<file path="src/rtl/uart_pkg.sv">
// Shared UART definitions: queue FSM state encodings, ASCII constants, baud divisor.
package uart_pkg;

  typedef enum logic [1:0] {
    IDLE = 2'd0,
    LOAD = 2'd1,
    SEND = 2'd2,
    REL  = 2'd3
  } tx_state_e;

  localparam logic [7:0]  CR       = 8'h0D;
  localparam logic [7:0]  LF       = 8'h0A;

  // 50 MHz / 38400 baud, consumed by integrating tops that build the Uart itself
  localparam logic [15:0] BAUD_DIV = 16'd1302;

endpackage

</file>
<file path="src/rtl/uart_fifo_mem.sv">
// DEPTH x 8 synchronous FIFO storage with wrapping pointers and registered
// Full/Empty/Level flags; the head byte is presented combinationally.
module uart_fifo_mem
  import uart_pkg::*;
#(
  parameter int unsigned DEPTH  = 16,
  parameter int unsigned ADDR_W = 4
) (
  input  logic              clk_i,
  input  logic              rst_i,
  input  logic              push_i,
  input  logic              pop_i,
  input  logic [7:0]        wr_data_i,
  output logic [7:0]        head_o,
  output logic              full_o,
  output logic              empty_o,
  output logic [ADDR_W:0]   level_o
);

  localparam int unsigned CNT_W = ADDR_W + 1;

  logic [7:0]        mem_q [DEPTH];
  logic [ADDR_W-1:0] wr_ptr_q, rd_ptr_q;
  logic [CNT_W-1:0]  count_q, count_d;
  logic              full_q, empty_q;
  logic              do_push, do_pop;

  // Writes are gated by the registered Full, so a same-cycle pop never frees a slot
  assign do_push = push_i && !full_q;
  assign do_pop  = pop_i && !empty_q;

  always_comb begin
    count_d = count_q;
    case ({do_push, do_pop})
      2'b10:   count_d = count_q + CNT_W'(1);
      2'b01:   count_d = count_q - CNT_W'(1);
      default: count_d = count_q;
    endcase
  end

  always_ff @(posedge clk_i or posedge rst_i) begin
    if (rst_i) begin
      wr_ptr_q <= '0;
      rd_ptr_q <= '0;
      count_q  <= '0;
      full_q   <= 1'b0;
      empty_q  <= 1'b1;
    end else begin
      if (do_push) wr_ptr_q <= wr_ptr_q + ADDR_W'(1);
      if (do_pop)  rd_ptr_q <= rd_ptr_q + ADDR_W'(1);
      count_q <= count_d;
      full_q  <= (count_d == CNT_W'(DEPTH));
      empty_q <= (count_d == '0);
    end
  end

  always_ff @(posedge clk_i) begin
    if (do_push) mem_q[wr_ptr_q] <= wr_data_i;
  end

  assign head_o  = mem_q[rd_ptr_q];
  assign full_o  = full_q;
  assign empty_o = empty_q;
  assign level_o = count_q;

endmodule

</file>
<file path="src/rtl/uart_tx_queue.sv">
// Byte queue and launch sequencer feeding the Uart over TxInit/TxData/TxDone.
// Define UART_TX_CRLF_EN to expand each LF into a CR,LF frame pair.
module uart_tx_queue
  import uart_pkg::*;
#(
  parameter int unsigned DEPTH  = 16,
  parameter int unsigned ADDR_W = 4
) (
  input  logic              Clock,
  input  logic              Reset,
  input  logic [7:0]        WrData,
  input  logic              WrEn,
  output logic              Full,
  output logic              Empty,
  output logic [ADDR_W:0]   Level,
  output logic              Overflow,
  input  logic              ClrOvf,
  output logic              TxInit,
  output logic [7:0]        TxData,
  input  logic              TxDone,
  output logic              Busy
);

  tx_state_e   state_q;
  logic        tx_init_q;
  logic [7:0]  tx_data_q;
  logic        ovf_q;
  logic [7:0]  head;
  logic        fifo_full, fifo_empty;
  logic        pop_c, hold_lf_c;

  uart_fifo_mem #(
    .DEPTH  (DEPTH),
    .ADDR_W (ADDR_W)
  ) u_fifo (
    .clk_i     (Clock),
    .rst_i     (Reset),
    .push_i    (WrEn),
    .pop_i     (pop_c),
    .wr_data_i (WrData),
    .head_o    (head),
    .full_o    (fifo_full),
    .empty_o   (fifo_empty),
    .level_o   (Level)
  );

`ifdef UART_TX_CRLF_EN
  logic cr_sent_q;

  // An LF at the head first launches a CR and stays queued for the following frame
  assign hold_lf_c = (head == LF) && !cr_sent_q;

  always_ff @(posedge Clock or posedge Reset) begin
    if (Reset)                cr_sent_q <= 1'b0;
    else if (state_q == LOAD) cr_sent_q <= hold_lf_c;
  end
`else
  assign hold_lf_c = 1'b0;
`endif

  assign pop_c = (state_q == LOAD) && !hold_lf_c;

  always_ff @(posedge Clock or posedge Reset) begin
    if (Reset) begin
      state_q   <= IDLE;
      tx_init_q <= 1'b0;
      tx_data_q <= 8'h00;
    end else begin
      case (state_q)
        IDLE: if (!fifo_empty) state_q <= LOAD;
        LOAD: begin
          tx_data_q <= hold_lf_c ? CR : head;
          tx_init_q <= 1'b1;
          state_q   <= SEND;
        end
        SEND: if (TxDone) begin
          tx_init_q <= 1'b0;
          state_q   <= REL;
        end
        // Level-style TxDone must fall before the next launch
        REL:  if (!TxDone) state_q <= IDLE;
        default: state_q <= IDLE;
      endcase
    end
  end

  // Sticky drop flag; a drop in the same cycle as a clear keeps it set
  always_ff @(posedge Clock or posedge Reset) begin
    if (Reset)                   ovf_q <= 1'b0;
    else if (WrEn && fifo_full)  ovf_q <= 1'b1;
    else if (ClrOvf)             ovf_q <= 1'b0;
  end

  assign Full     = fifo_full;
  assign Empty    = fifo_empty;
  assign Overflow = ovf_q;
  assign TxInit   = tx_init_q;
  assign TxData   = tx_data_q;
  assign Busy     = (state_q != IDLE) || !fifo_empty;

endmodule

</file>
<file path="config.mk">
export PLATFORM = sky130hd
export DESIGN_NAME = uart_tx_queue
export DESIGN_NICKNAME = d
export VERILOG_FILES = /design/src/rtl/uart_pkg.sv /design/src/rtl/uart_fifo_mem.sv /design/src/rtl/uart_tx_queue.sv
export SDC_FILE = /design/constraint.sdc
export NUM_CORES = 1
export LEC_CHECK = 0
export ABC_AREA = 1
export CAP_MARGIN = 20
export CELL_PAD_IN_SITES_DETAIL_PLACEMENT = 0
export CELL_PAD_IN_SITES_GLOBAL_PLACEMENT = 1
export CORE_MARGIN = 10
export CORE_UTILIZATION = 35
export CTS_BUF_LIST = sky130_fd_sc_hd__clkbuf_8
export CTS_CLUSTER_DIAMETER = 50
export DETAILED_ROUTE_END_ITERATION = 8
export GPL_ROUTABILITY_DRIVEN = 0
export PLACE_DENSITY_LB_ADDON = 0.1
export REMOVE_ABC_BUFFERS = 1
export SKIP_LAST_GASP = 1
export SYNTH_ARGS = -nofsm -noshare
export SYNTH_HDL_FRONTEND = slang
export SYNTH_HIERARCHICAL = 1
export SYNTH_SLANG_ARGS = --single-unit
</file>
<file path="constraint.sdc">
create_clock -name Clock -period 2.8 [get_ports Clock]
set_input_delay 0.28 -clock Clock [delete_from_list [all_inputs] [get_ports Clock]]
set_output_delay 0.28 -clock Clock [all_outputs]
set_load 0.01 [all_outputs]
</file>
* Word level (Yosys, flattened, before mapping) *
Memories as Yosys holds them, arrays and structs flattened. A register that Yosys moved wholly into a read port is not among the register bits.
Cells that the tools add are included.

word-level totals
  register bits = 19
  bits in writable memories = 128
  input bits = 13
  output and inout port bits = 18
  logic and storage cells = 46
  memories = 1

memory list
  memory        words  bits a word  rd ports  clocked after Yosys merged registers in  wr ports  RTL line             source
  u_fifo.mem_q  16     8            1         1                                        1         uart_fifo_mem.sv:22  logic [7:0] mem_q [DEPTH];

cells by class
  add/subtract/negate cells = 4
  eq/ne operators = 9
  multiplexer cells = 11
  reductions and logical operators = 13

operators with widths
  kind                                                                number
  5-bit case mux with 2 select lines                                  1
  4-bit by 1-bit adder with 4-bit output, second input constant       2
  2-bit case mux with 4 select lines                                  1
  2-bit == test, second input constant                                3
  2-bit 2-to-1 mux                                                    3
  2-bit inequality test, second input constant                        3
  2-bit nonzero test                                                  3
  5-bit by 1-bit adder with 5-bit output, second input constant       1
  5-bit == test, second input constant                                1
  5-bit zero test                                                     1
  1-bit 2-to-1 mux                                                    5
  5-bit by 1-bit subtractor with 5-bit output, second input constant  1
  2-bit by 1-bit == test with 1-bit output, second input constant     2
  1-bit logical AND                                                   3
  3-bit AND reduction                                                 1
  1-bit zero test                                                     2
  2-bit zero test                                                     1
  1-bit case mux with 2 select lines                                  1
  2-bit AND reduction                                                 1
  1-bit logical OR                                                    1

* Depth between registers and ports, before layout *
  depth in word-level cells = 5
  gate-level depth with buffers = 19
  gate-level depth less buffers = 19

* Cells and area by module *
The synthesis kept the hierarchy.

modules (own cells, without submodules)
  module         instances  cells each  area each (sq um)  sequential area each (sq um)
  uart_fifo_mem  1          462         6048.3             4220.3
  uart_tx_queue  1          50          584.3              300.3

* Worst setup path before layout *
No wires, ideal clock.

  path kind = register to register
  start point = register state_q[1]
  end point = register u_fifo.full_q, in the netlist u_fifo/full_o
  library setup time = 69 ps
  data arrival time = 2063 ps
  required time = 2731 ps
  setup slack = 668 ps
  cell stages (with the launch flop) = 15
  cell sequence = dfrtp_1 inv_1 ha_1 inv_1 nor2_8 nand3_1 nand2_1 inv_1 ha_1 nand2_1 o21ai_0 or2_2 nor2_1 nand3_1 nor2_2

on the way
  word-level cells in the longest chain between the ends = 5

RTL lines
  element                                                                    RTL line             source
  from (decl)                                                                uart_tx_queue.sv:24  tx_state_e state_q;
  from (signal assigned)                                                     uart_tx_queue.sv:65  state_q <= IDLE;
  from (signal assigned)                                                     uart_tx_queue.sv:70  IDLE: if (!fifo_empty) state_q <= LOAD;
  from (signal assigned)                                                     uart_tx_queue.sv:74  state_q <= SEND;
  2-bit by 1-bit == test with 1-bit output *                                 uart_tx_queue.sv:61  assign pop_c = (state_q == LOAD) && !hold_lf_c;
  named net pop_c                                                            uart_tx_queue.sv:30  logic pop_c, hold_lf_c;
  1-bit logical AND *                                                        uart_fifo_mem.sv:30  assign do_pop = pop_i && !empty_q;
  2-bit by 1-bit == test with 1-bit output or 2-bit == test (tied branches)  uart_fifo_mem.sv:34  case ({do_push, do_pop})
  5-bit case mux with 2 select lines *                                       uart_fifo_mem.sv:34
  named net u_fifo.count_d[1]                                                uart_fifo_mem.sv:24  logic [CNT_W-1:0] count_q, count_d;
  5-bit == test *                                                            uart_fifo_mem.sv:52  full_q <= (count_d == CNT_W'(DEPTH));
  to (signal assigned)                                                       uart_fifo_mem.sv:52
  to (decl)                                                                  uart_fifo_mem.sv:25  logic full_q, empty_q;

Mark *: on every way through the listed nets, which the timed path passes. The rest lies on a longest branch.
A chain may end at the register's enable or synchronous reset.

* Worst setup path after layout *
Same ends and word-level chain as after synthesis.

==> run summary <==
WP data arrival: 2720 ps
Critical path, cell by cell: inv_1 -> ha_1 -> inv_1 -> nor2_8 -> nand3_1 -> nand2_1 -> inv_1 -> ha_1 -> nand2_1 -> o21ai_0 -> or2_2 -> nor2_1 -> nand3_1 -> nor2_2
Clock Path Buffers: 2
Syn-to-layout area delta: 17.4%
Switching fraction of total power: 35.9%
Clock Latency Late Sink: 440 ps
Register area: 4520 um2
Vias in the first global route: 3931
Initial antenna violation count: 0
Max-slew violation count: 0
Max Freq: 428 MHz
Core ar.: 18700 um2
Max FO, Critical Path: 10
# nets final: 592
Cell at the slowest stage of the critical path: dfrtp_1
Layout cell share with drive strength beyond 1: 14.1%
1st-pass router iterations: 4
FF-to-FF Start: state_q[1]
Synth top area share: 58.0%
Most frequent cell after synthesis: edfxtp_1
Yosys warning count: 6
R2r setup slk: 460 ps
# resized after CTS: 0
Fin crit period: 2340 ps
Avg WL per Cell: 18.9 um
Clk sink count: 155
Number of I/O pins: 31
Clk pwr share: 22.4%
Final setup vio count: 0
Leakage: 0.00299 uW
Post-synth top area cell: edfxtp_1
Seq/Total Area, Yosys: 68.2%
Commonest cells in the netlist: edfxtp_1 (128), inv_1 (60), o21ai_0 (47)
Placed Area: 7360 um2
CP required: 3180 ps
Main synth FF type: edfxtp_1
Hold slack: 199 ps
Reg-to-Reg End: u_fifo/full_o
Period utilization: 83.4%
Comb pwr share: 37.3%
# rows: 50
Tot Pwr: 7990 uW
TritonCTS clock tree: yes
Fin util: 41.6%
Post-synth EDFFs: 128
Global Route Usage Sum: 13.0%
Hold Fails Final Rpt: 0
Diodes inserted: 0
DR iter-0 viols: 292
Vias/cell: 4.88
CTS Root Cell: clkbuf_8
Clock skew: 11.4 ps
Setup Fix Bufs, Post-CTS: 0
Drt total wl: 15.4 mm
Reg2reg path depth: 14
Worst hold path class: primary input to asynchronous set/reset pin
CTS buffer count: 17
Post-Layout Cell Count: 815
CTS Hold Bufs: 0
Starting Density: 35.5%
Distinct cells, synth: 32
Placed Cells incl. Taps: 783
Reg clk slew, reported paths: 80 ps
Post-route DRC: 0
NetSw: 2870 uW
Ys async rst share: 17.4%
Syn Area/Cell: 13.0 um2
Worst Max-Slew Pin Slew: 708 ps
Chip Width: 158 um
Cell-internal power: 5120 uW
Post-route antenna net violation count: 0
Outcome: finished, final reports clean
Cell mode on critical path: inv_1
WS Path Type: flip-flop to flip-flop
Max_cap viols: 0
Synth top area cells: edfxtp_1 (58%), dfrtp_1 (9.8%), mux2i_1 (4.8%), o211ai_1 (3.6%), o21ai_0 (3.5%)
HPWL after DPL: 10.3 mm
Register share of total power: 40.2%
CP max stage delay: 420 ps
Overflow after GRT: 0
Die area: 24900 um2
RSZ-0062 raised after global routing: false
IO Port Bufs: 30
Crit end category: flip-flop
Filler cells: 1737
First-pass GRT wire length: 23.8 mm
Htree depth: 4
Multi-input logic area: 1770 um2
Power per Cell Area: 1030 nW/um2
Cells after Synth: 512
Largest net degree at the start of global routing: 47
Slew HR: 52.6%
Via count: 3976
Die H: 158 um
Startpoint Class: flip-flop
Synthesized flop and latch total: 155
Design area: 7780 um2
Worst vdd ir: 0.354 mV
Mapped Area: 6630 um2
[placed cells by master (no fill, tap or decap)]
cell type          n
edfxtp_1         128
inv_1             64
o21ai_0           47
nand2_1           46
mux2i_1           32
a21oi_1           32
o211ai_1          32
clkdlybuf4s50_1   30
buf_4             29
dfrtp_1           25
nor2_1            20
clkbuf_8          18
nand3_1           15
ha_1              11
mux2_4             8
xor2_1             6
nand4_1            4
bufinv_16          4
nand2_2            4
o21ai_1            3
or2_2              2
clkinvlp_4         2
clkinv_4           2
o21ai_2            2
nor3_1             2
clkinv_2           1
inv_6              1
nor2_8             1
nand2_4            1
nand3_4            1
nand3_2            1
xnor2_1            1
clkinv_1           1
inv_2              1
nor2_2             1
dfstp_2            1
buf_12             1
dfrtp_4            1
[layout make-up]
type | count | area share (%)
clock buffers | 18 | 3.18
flip-flops and latches | 155 | 58.1
inverters | 62 | 2.99
repair buffers | 60 | 6.91
clock inverters | 14 | 2.33
well taps | 234 | 3.76
multi-input cells | 272 | 22.7
[power groups by stage]
stage	clock, uW	sequential [uW]	combinational [uW]
after CTS	1840	3220	3030
after detailed placement	0	3270	3010
after floorplan	0	3390	1700
after global routing	1940	3270	3320
final	1790	3210	2980
after global placement	0	3260	3000
[stage by stage]
stage / TNS [ps] / worst slack (ps)
floorplan: -2330 / -300
global placement: 0 / 409
detailed placement: 0 / 376
CTS: 0 / 447
global route: 0 / 234
finish: 0 / 465
[worst max path at each step]
stage                            start              to  slack, ps  depth (start not counted)
floorplan           u_fifo/rd_ptr_q[0]       TxData[7]       -300                          6
global placement                  WrEn   u_fifo/full_o        410                         13
detailed placement                WrEn   u_fifo/full_o        380                         13
CTS                         state_q[1]   u_fifo/full_o        450                         14
global route                state_q[1]  u_fifo/empty_o        230                         14
finish                      state_q[1]   u_fifo/full_o        460                         14
[critical path: cells and delay by family (launching register included)]
| kind | cells | cell delay, ps |
|---|---|---|
| flip-flops | 1 | 420 |
| adder cells (fa/ha/maj) | 2 | 420 |
| AO/OA/AOI/OAI | 1 | 100 |
| AND/OR/NAND/NOR | 8 | 1090 |
| buffers and inverters | 3 | 230 |
[sequential cells by signal (all words and copies together), names as in the netlist]
signal and flops:
u_fifo/mem_q 128, u_fifo/full_o 1, Overflow 1, u_fifo/empty_o 1, u_fifo/wr_ptr_q 4, u_fifo/level_o 5, TxData 8, state_q 2
TxInit 1, u_fifo/rd_ptr_q 4
[cell families after synthesis]
group,Yosys count,share of synthesized area [%]
buffers and inverters,85,5.19
xor gates and xnor gates,7,0.924
DFF,155,68.2
AOI/OAI and AO/OA,116,10.1
and+or+nand+nor,98,6.94
adders and majority gates,11,2.08
muxes,40,6.64
[routing by layer]
layer | up-vias | track usage [%] | routed length (um)
met3 | 13 | 3.09 | 558
li1 | 1939 | - | -
met1 | 1954 | 17.3 | 7360
met2 | 70 | 20.5 | 7320
met4 | 0 | 4.05 | 164
met5 | - | 0 | 0
(Power assumes the default switching activity.)
